<file path="src/rtl/mem_arb_pkg.sv">
// rtl/mem_arb_pkg.sv - shared types and constants for the two-port memory arbiter
package mem_arb_pkg;

  typedef enum logic [1:0] {
    IDLE   = 2'd0,
    ACCESS = 2'd1,
    WAIT   = 2'd2,
    RESP   = 2'd3
  } arb_state_e;

  localparam logic PORT_CPU = 1'b0;
  localparam logic PORT_AUX = 1'b1;

  // Wide enough to hold the largest read latency (4)
  localparam int CNT_W = 3;

endpackage

</file>
<file path="src/rtl/rr_arb2.sv">
// rtl/rr_arb2.sv - combinational two-way round-robin picker
module rr_arb2
  import mem_arb_pkg::*;
(
  input  logic [1:0] req,
  input  logic       last,
  output logic       win,
  output logic       valid
);

  // A lone requester wins outright; on a tie the port not served last time wins
  always_comb begin
    valid = |req;
    win   = PORT_CPU;
    case (req)
      2'b01:   win = PORT_CPU;
      2'b10:   win = PORT_AUX;
      2'b11:   win = ~last;
      default: win = PORT_CPU;
    endcase
  end

endmodule

</file>
<file path="src/rtl/mem_arbiter.sv">
// rtl/mem_arbiter.sv - two-port round-robin arbiter and sequencer for a single-port memory
module mem_arbiter
  import mem_arb_pkg::*;
#(
  parameter int ADDR_W  = 16,
  parameter int DATA_W  = 16,
  parameter int MEM_LAT = 2
) (
  input  logic              clk,
  input  logic              reset_n,
  input  logic              p0_read,
  input  logic              p0_write,
  input  logic [ADDR_W-1:0] p0_addr,
  input  logic [DATA_W-1:0] p0_wdata,
  output logic              p0_gnt,
  output logic              p0_done,
  output logic [DATA_W-1:0] p0_rdata,
  input  logic              p1_read,
  input  logic              p1_write,
  input  logic [ADDR_W-1:0] p1_addr,
  input  logic [DATA_W-1:0] p1_wdata,
  output logic              p1_gnt,
  output logic              p1_done,
  output logic [DATA_W-1:0] p1_rdata,
  output logic              mem_en,
  output logic              mem_we,
  output logic [ADDR_W-1:0] mem_addr,
  output logic [DATA_W-1:0] mem_wdata,
  input  logic [DATA_W-1:0] mem_rdata,
  output logic              busy
);

  arb_state_e        state_q, state_d;
  logic              win_q, win_d;
  logic              last_q, last_d;
  logic [CNT_W-1:0]  cnt_q, cnt_d;
  logic              mem_en_q, mem_en_d;
  logic              mem_we_q, mem_we_d;
  logic [ADDR_W-1:0] mem_addr_q, mem_addr_d;
  logic [DATA_W-1:0] mem_wdata_q, mem_wdata_d;
  logic [DATA_W-1:0] p0_rdata_q, p0_rdata_d;
  logic [DATA_W-1:0] p1_rdata_q, p1_rdata_d;

  logic [1:0] arb_req;
  logic       arb_win;
  logic       arb_valid;

  assign arb_req = {p1_read | p1_write, p0_read | p0_write};

  rr_arb2 u_rr_arb2 (
    .req   (arb_req),
    .last  (last_q),
    .win   (arb_win),
    .valid (arb_valid)
  );

  // Sequencer: the memory strobes are loaded on entry to ACCESS and zeroed on
  // every other transition, so they double as the latched request fields
  always_comb begin
    state_d     = state_q;
    win_d       = win_q;
    last_d      = last_q;
    cnt_d       = cnt_q;
    mem_en_d    = 1'b0;
    mem_we_d    = 1'b0;
    mem_addr_d  = '0;
    mem_wdata_d = '0;
    p0_rdata_d  = p0_rdata_q;
    p1_rdata_d  = p1_rdata_q;
    case (state_q)
      IDLE: begin
        if (arb_valid) begin
          win_d       = arb_win;
          mem_en_d    = 1'b1;
          mem_we_d    = (arb_win == PORT_AUX) ? p1_write : p0_write;
          mem_addr_d  = (arb_win == PORT_AUX) ? p1_addr : p0_addr;
          mem_wdata_d = (arb_win == PORT_AUX) ? p1_wdata : p0_wdata;
          state_d     = ACCESS;
        end
      end
      ACCESS: begin
        if (mem_we_q) begin
          state_d = RESP;
        end else begin
          cnt_d   = CNT_W'(MEM_LAT);
          state_d = WAIT;
        end
      end
      WAIT: begin
        cnt_d = cnt_q - CNT_W'(1);
        // Count of 1 marks the cycle in which the memory presents read data
        if (cnt_q == CNT_W'(1)) begin
          if (win_q == PORT_AUX) p1_rdata_d = mem_rdata;
          else                   p0_rdata_d = mem_rdata;
          state_d = RESP;
        end
      end
      RESP: begin
        last_d  = win_q;
        state_d = IDLE;
      end
      default: state_d = IDLE;
    endcase
  end

  // State and datapath registers; reset abandons any in-flight access
  always_ff @(posedge clk or negedge reset_n) begin
    if (!reset_n) begin
      state_q     <= IDLE;
      win_q       <= PORT_CPU;
      last_q      <= PORT_AUX;
      cnt_q       <= '0;
      mem_en_q    <= 1'b0;
      mem_we_q    <= 1'b0;
      mem_addr_q  <= '0;
      mem_wdata_q <= '0;
      p0_rdata_q  <= '0;
      p1_rdata_q  <= '0;
    end else begin
      state_q     <= state_d;
      win_q       <= win_d;
      last_q      <= last_d;
      cnt_q       <= cnt_d;
      mem_en_q    <= mem_en_d;
      mem_we_q    <= mem_we_d;
      mem_addr_q  <= mem_addr_d;
      mem_wdata_q <= mem_wdata_d;
      p0_rdata_q  <= p0_rdata_d;
      p1_rdata_q  <= p1_rdata_d;
    end
  end

  assign p0_gnt    = (state_q == ACCESS) && (win_q == PORT_CPU);
  assign p1_gnt    = (state_q == ACCESS) && (win_q == PORT_AUX);
  assign p0_done   = (state_q == RESP) && (win_q == PORT_CPU);
  assign p1_done   = (state_q == RESP) && (win_q == PORT_AUX);
  assign p0_rdata  = p0_rdata_q;
  assign p1_rdata  = p1_rdata_q;
  assign mem_en    = mem_en_q;
  assign mem_we    = mem_we_q;
  assign mem_addr  = mem_addr_q;
  assign mem_wdata = mem_wdata_q;
  assign busy      = (state_q != IDLE);

endmodule

</file>
<file path="config.mk">
export PLATFORM = sky130hd
export DESIGN_NAME = mem_arbiter
export DESIGN_NICKNAME = d
export VERILOG_FILES = /design/src/rtl/mem_arb_pkg.sv /design/src/rtl/rr_arb2.sv /design/src/rtl/mem_arbiter.sv
export SDC_FILE = /design/constraint.sdc
export NUM_CORES = 1
export LEC_CHECK = 0
export BUFFER_PORTS_ARGS = -buffer_cell sky130_fd_sc_hd__buf_4
export CAP_MARGIN = 20
export CORE_MARGIN = 4
export CORE_UTILIZATION = 45
export CTS_CLUSTER_DIAMETER = 40
export DETAILED_ROUTE_END_ITERATION = 10
export PLACE_DENSITY = 0.89
export SLEW_MARGIN = 0
export SYNTH_ARGS = -nofsm -noshare
export SYNTH_HDL_FRONTEND = slang
export SYNTH_SLANG_ARGS = --single-unit
</file>
<file path="constraint.sdc">
create_clock -name clk -period 6 [get_ports clk]
set_clock_uncertainty 0.2 [all_clocks]
set_input_delay 0.3 -clock clk [delete_from_list [all_inputs] [get_ports clk]]
set_output_delay 0.3 -clock clk [all_outputs]
set_load 0.005 [all_outputs]
</file>
==> metrics.cfg, run 1 <==
[placed_design]
place.detailed.hpwl_um = 6420
place.gp.congestion = 0.753
post_dp_cell_area_um2 = 4380
pre_cts_ws_ns = 3.61
io_buffers = 156

[die]
initial_core_util = 0.465
die_h_um = 92.0
fp.dieArea_um2 = 8460
ios = 157
core_um2 = 6830
placementRows = 30
die_w_um = 92.0

[clocking]
cts_tree = built
clkLatencyLatePin_ns = 0.34
cts_max_level = 3
cts_max_path_buffers = 2
cts_inserted_buffers = 9
cts_resized = 0
numClockSinks = 73
path_clk_slew_ns = 0.08
clockRootBuffer = clkbuf_8

[final_layout]
nFillCells = 468
design_area_um2 = 4880
final_cell_mix = buf_4, dfrtp_1, a21oi_1, mux2_2, o21ai_0
antennaDiodeCount = 0
area_growth_pct = 53.6
drive_above_1_share = 0.483
fin_nets = 540
final_util = 0.714
final_common_cell = buf_4

[yosys]
avgSynthCellArea_um2 = 11.8
ys_warn_count = 0
yosys_register_bits = 73
synth-edff-count = 0
syn_area_um2 = 3170
syn_inst = 270
synth_seq_area_share = 0.576
synth.distinct_cells = 37
synthFlopType = dfrtp_1
async_flop_share = 1.00
synth.net_count = 362

[timing]
fin_ws_ns = 3.56
period_needed_ns = 2.44
fmax_mhz = 409
worst_pin_slew_ns = 1.12
maxSlewViolCount = 0
finalHoldViolCount = 0
setup_viol = 0
relSlewSlack = 0.256
setup-tns-final_ns = 0
period_share = 0.407
rsz0062_at_grt = no

[detailed_routing]
drt_iter0_markers = 124
final_antenna_net_count = 0
wirelength_um = 9370
routedWlPerCell_um = 17.1
vias_per_cell = 5.17
first_pass_iters = 4
drc = 0
num_vias = 2840
met2_length_um = 4840
routed.top_layer = met4
wl_met1_um = 3580
wl_met3_um = 781

[critical_path]
worstPathCellList = inv_1, ha_1, nor3b_4, mux2_2
worstPathRequired_ns = 6.02
rr_startpoint = state_q[0]
regToRegEndpoint = p0_rdata[1]
cp_slowest_cell = nor3b_4
rr_worst_depth = 4
cp-endpoint = p0_rdata[1]
end_kind = register
reg2reg_setup_slack_ns = 3.56
start_kind = register
path_max_fanout = 16
critPathMaxStageDelay_ns = 0.76
crit_start = state_q[0]
cp.arrival_ns = 2.46
critical_path_class = register to register

[global_route]
grt_pass1_wl_um = 14700
grt_util_all_layers = 0.222
grt_pass1_vias = 2915
grt-ovfl-total = 0
antenna_found_initial = 0
grt_start_max_net_pins = 74

[run_status]
status = finished, final reports clean

[power_and_ir_drop]
p_per_area_nw_per_um2 = 412
finalPower_uw = 2010
leakage_uw = 0.00241
ir_drop_v = 0.000174

[hold_path]
min_path_type = input port to register
hp-start = mem_rdata[5]

[run]
maxCapViolCount = 0

area by class of cell:
cell class	count	area [um^2]	share of cell area
Clock inverter	5	63.8	0.0131
Multi-Input combinational cell	170	1220	0.250
Inverter	7	26.3	0.00539
Sequential cell	73	1830	0.375
Timing Repair Buffer	187	1480	0.303
Clock buffer	11	141	0.0290
Tap cell	96	120	0.0246
Yosys cell counts, types with 2 or more instances:
cell type | instances | area [um^2]
a311oi_1 | 2 | 17.5
a21oi_1 | 35 | 175
mux2_2 | 35 | 394
nand3_1 | 32 | 160
buf_4 | 2 | 15.0
clkbuf_1 | 7 | 26.3
dfrtp_1 | 72 | 1800
nor2b_1 | 2 | 12.5
inv_1 | 6 | 22.5
and2_1 | 3 | 18.8
o21ai_0 | 34 | 170
nand2_1 | 2 | 7.51
ha_1 | 6 | 75.1
buf_2 | 9 | 45.0
kinds of logic (layout without fill, tap and decap cells):
group           Yosys count  in the layout  synth area share
xor+xnor                  1              1           0.00276
fa+ha+maj                 6              6            0.0236
flops                    73             73             0.576
compound gates           80             80             0.143
mux                      35             35             0.124
buf+inv                  27            210            0.0418
simple gates             48             48            0.0887
routing by layer:
layer  vias to the layer above  GRT usage
met1                      1372      0.255
met2                       132      0.391
met5                         -          0
li1                       1322          -
met4                         0     0.0842
met3                        14     0.0648
stage by stage:
stage / hold WS, ns / std cells
2_1_floorplan: -0.196 / 270
3_3_place_gp: 0.273 / 504
3_5_place_dp: 0.282 / 504
4_1_cts: 0.0000442 / 549
5_1_grt: 0.00734 / 549
6_report: 0.0162 / 549
what timing repair did:
action,4_1_cts,5_1_grt
endpoints found under the setup margin,0,0
hold buffers,29,0
setup buffers,0,0
endpoints found under the hold margin,109,0
worst min-delay path by stage:
stage | to | slack (ns) | depth (start not counted)
4_1_cts | mem_wdata[8] | 0.00004 | 3
6_report | p0_rdata[5] | 0.02 | 2
2_1_floorplan | cnt_q[0] | -0.20 | 0
3_5_place_dp | p1_rdata[4] | 0.28 | 1
3_3_place_gp | p1_rdata[4] | 0.27 | 1
5_1_grt | p0_rdata[5] | 0.007 | 2
critical path, delay by kind of cell (launching register included):
| family | cells | cell delay [ns] |
|---|---|---|
| DFF | 1 | 0.42 |
| buffers and inverters | 1 | 0.15 |
| adders and majority gates | 1 | 0.38 |
| and+or+nand+nor | 1 | 0.76 |
| muxes | 1 | 0.42 |
registers in the layout (all words and copies together) (netlist names):
signal / cells
mem_addr: 16
mem_wdata: 16
p0_rdata: 16
p1_rdata: 16
cnt_q: 3
state_q: 2
last_q: 1
mem_en: 1
mem_we: 1
win_q: 1
power breakdown:
part	internal (uW)	switching (uW)
clock	206	182
combinational	456	368
sequential	680	113
total	1340	664
(Power assumes the default switching activity.)
==> inputs of run 2 (changes only) <==
Settings changed: CORE_UTILIZATION 45 to 41, PLACE_DENSITY 0.89 to 0.86.
Clock period 6 ns to 2 ns, I/O delays scaled along.
==> run 2 against run 1 <==
Net effect:
- cell count grew 12%
- non-clock buffer count up 62
- sequential cell count unchanged
- first-iteration DRC count is 23% higher
- critical path depth rose by 1
- die area rose by 8.9%
- critical path type unchanged
- largest cell class is now non-clock buffers
==> metrics.cfg, run 2 (synthesized netlist as in run 1, its figures left out) <==
[detailed_routing]
wirelength_um = 10900  ; was 9370 um
routedWlPerCell_um = 17.8  ; was 17.1 um
vias_per_cell = 5.15  ; was 5.17
final_antenna_net_count = 0  ; unchanged
num_vias = 3161  ; was 2840
drc = 0  ; unchanged
first_pass_iters = 4  ; unchanged
drt_iter0_markers = 153  ; was 124

[power_and_ir_drop]
ir_drop_v = 0.000592  ; was 0.000174 V
finalPower_uw = 6240  ; was 2010 uW
leakage_uw = 0.00268  ; was 0.00241 uW
p_per_area_nw_per_um2 = 1130  ; was 412 nW/um^2

[placed_design]
place.gp.congestion = 0.762  ; was 0.753
post_dp_cell_area_um2 = 4450  ; was 4380 um^2
io_buffers = 156  ; unchanged
place.detailed.hpwl_um = 6480  ; was 6420 um
dp_cells = 513  ; was 504

[critical_path]
end_kind = register  ; unchanged
worstPathCellList = inv_1, ha_2, nor3b_4, buf_12, mux2_2  ; was inv_1, ha_1, nor3b_4, mux2_2
rr_worst_depth = 5  ; was 4
critical_path_class = register to register  ; unchanged
path_max_fanout = 16  ; unchanged
cp.arrival_ns = 1.97  ; was 2.46 ns
reg2reg_setup_slack_ns = 0.05  ; was 3.56 ns
start_kind = register  ; unchanged
worstPathRequired_ns = 2.02  ; was 6.02 ns
cp_slowest_cell = dfrtp_1  ; was nor3b_4
critPathMaxStageDelay_ns = 0.42  ; was 0.76 ns

[clocking]
postCtsSetupRepairBufs = 0  ; unchanged
cts_inserted_buffers = 9  ; unchanged
cts_tree = built  ; unchanged
clockRootBuffer = clkbuf_8  ; unchanged
numClockSinks = 73  ; unchanged
cts_max_path_buffers = 2  ; unchanged
path_clk_slew_ns = 0.08  ; about the same
clkLatencyLatePin_ns = 0.33  ; was 0.34 ns
cts_max_level = 3  ; unchanged

[final_layout]
final_common_cell = buf_4  ; unchanged
drive_above_1_share = 0.441  ; was 0.483
fin_cells = 614  ; was 549
antennaDiodeCount = 0  ; unchanged
final_cell_mix = buf_4, dlygate4sd3_1, dfrtp_1  ; was buf_4, dfrtp_1, a21oi_1, mux2_2, o21ai_0
area_growth_pct = 74.0  ; was 53.6%
fin_nets = 602  ; was 540
design_area_um2 = 5520  ; was 4880 um^2
nFillCells = 452  ; was 468

[timing]
holdWs_ns = 0.126  ; was 0.0162 ns
finalHoldViolCount = 0  ; unchanged
setup_viol = 0  ; unchanged
worst_pin_slew_ns = 0.682  ; was 1.12 ns
period_share = 0.975  ; was 0.407
fmax_mhz = 513  ; was 409 MHz
period_needed_ns = 1.95  ; was 2.44 ns
relSlewSlack = 0.545  ; was 0.256
maxSlewViolCount = 0  ; unchanged
rsz0062_at_grt = yes  ; was no

[global_route]
grt-ovfl-total = 0  ; unchanged
grt_util_all_layers = 0.237  ; was 0.222
grt_start_max_net_pins = 41  ; was 74
grt_pass1_vias = 3290  ; was 2915
antenna_found_initial = 0  ; unchanged
grt_pass1_wl_um = 16800  ; was 14700 um

[die]
die_w_um = 96.0  ; was 92.0 um
core_um2 = 7370  ; was 6830 um^2
placementRows = 31  ; was 30
initial_core_util = 0.431  ; was 0.465
ios = 157  ; unchanged
fp.dieArea_um2 = 9210  ; was 8460 um^2
die_h_um = 96.0  ; was 92.0 um

[hold_path]
min_path_type = input port to asynchronous set/reset pin  ; was input port to register

[run]
maxCapViolCount = 0  ; unchanged

[run_status]
status = finished, final reports clean  ; unchanged

[run 2: critical path: cells and delay by family (launching register included)]
| family | cells | cell delay (ns) |
|---|---|---|
| AND/OR/NAND/NOR | 1 | 0.24 |
| multiplexers | 1 | 0.35 |
| flip-flops | 1 | 0.42 |
| buffers and inverters | 2 | 0.35 |
| adder cells (fa/ha/maj) | 1 | 0.27 |
[run 2: final timing paths]
kind / endpoint / start
setup / recovery: p0_rdata[7] / state_q[0]
hold / removal: p1_rdata[5] / reset_n
setup reg to reg: p0_rdata[7] / state_q[0]
hold reg to reg: p1_rdata[5] / p1_rdata[5]
max in group asynchronous: cnt_q[0] / reset_n
min in group clk: p1_rdata[5] / p1_rdata[5]
[run 2: area by class of cell]
| class | count | area, um^2 | area share |
|---|---|---|---|
| well taps | 99 | 124 | 0.0224 |
| clock inverters | 5 | 62.6 | 0.0113 |
| repair buffers | 249 | 2110 | 0.382 |
| clock buffers | 11 | 151 | 0.0274 |
| inverters | 7 | 26.3 | 0.00476 |
| flip-flops and latches | 73 | 1830 | 0.331 |
| multi-input cells | 170 | 1220 | 0.222 |
[run 2: per-stage QoR]
stage | TNS (ns) | worst slack, ns | utilization
finish | 0 | 0.0500 | 0.749
global route | -0.00914 | -0.00433 | 0.749
CTS | 0 | 0.0531 | 0.749
detailed placement | 0 | 0.0680 | 0.604
global placement | 0 | 0.146 | 0.604
floorplan | 0 | 0.0438 | -
[run 2: timing repair]
action / 4_1_cts / 5_1_grt
resized for setup: 0 / 2
hold buffers: 85 / 0
endpoints found under the setup margin: 0 / 17
hold endpoints to repair: 139 / 0
[run 2: metal layers]
| metal | GRT usage | share of wire | up-vias |
|---|---|---|---|
| met1 | 0.292 | 0.40 | 1547 |
| met3 | 0.0649 | 0.088 | 14 |
| met2 | 0.401 | 0.50 | 157 |
| li1 | - | - | 1443 |
| met4 | 0.0818 | 0.014 | 0 |
| met5 | 0 | 0 | - |
[run 2: report_power, final]
part | internal (uW) | switching (uW) | leakage [uW]
Clock | 651 | 558 | 0.000102
Sequential | 2040 | 353 | 0.000934
Combinational | 1480 | 1160 | 0.00164
Total | 4170 | 2070 | 0.00268
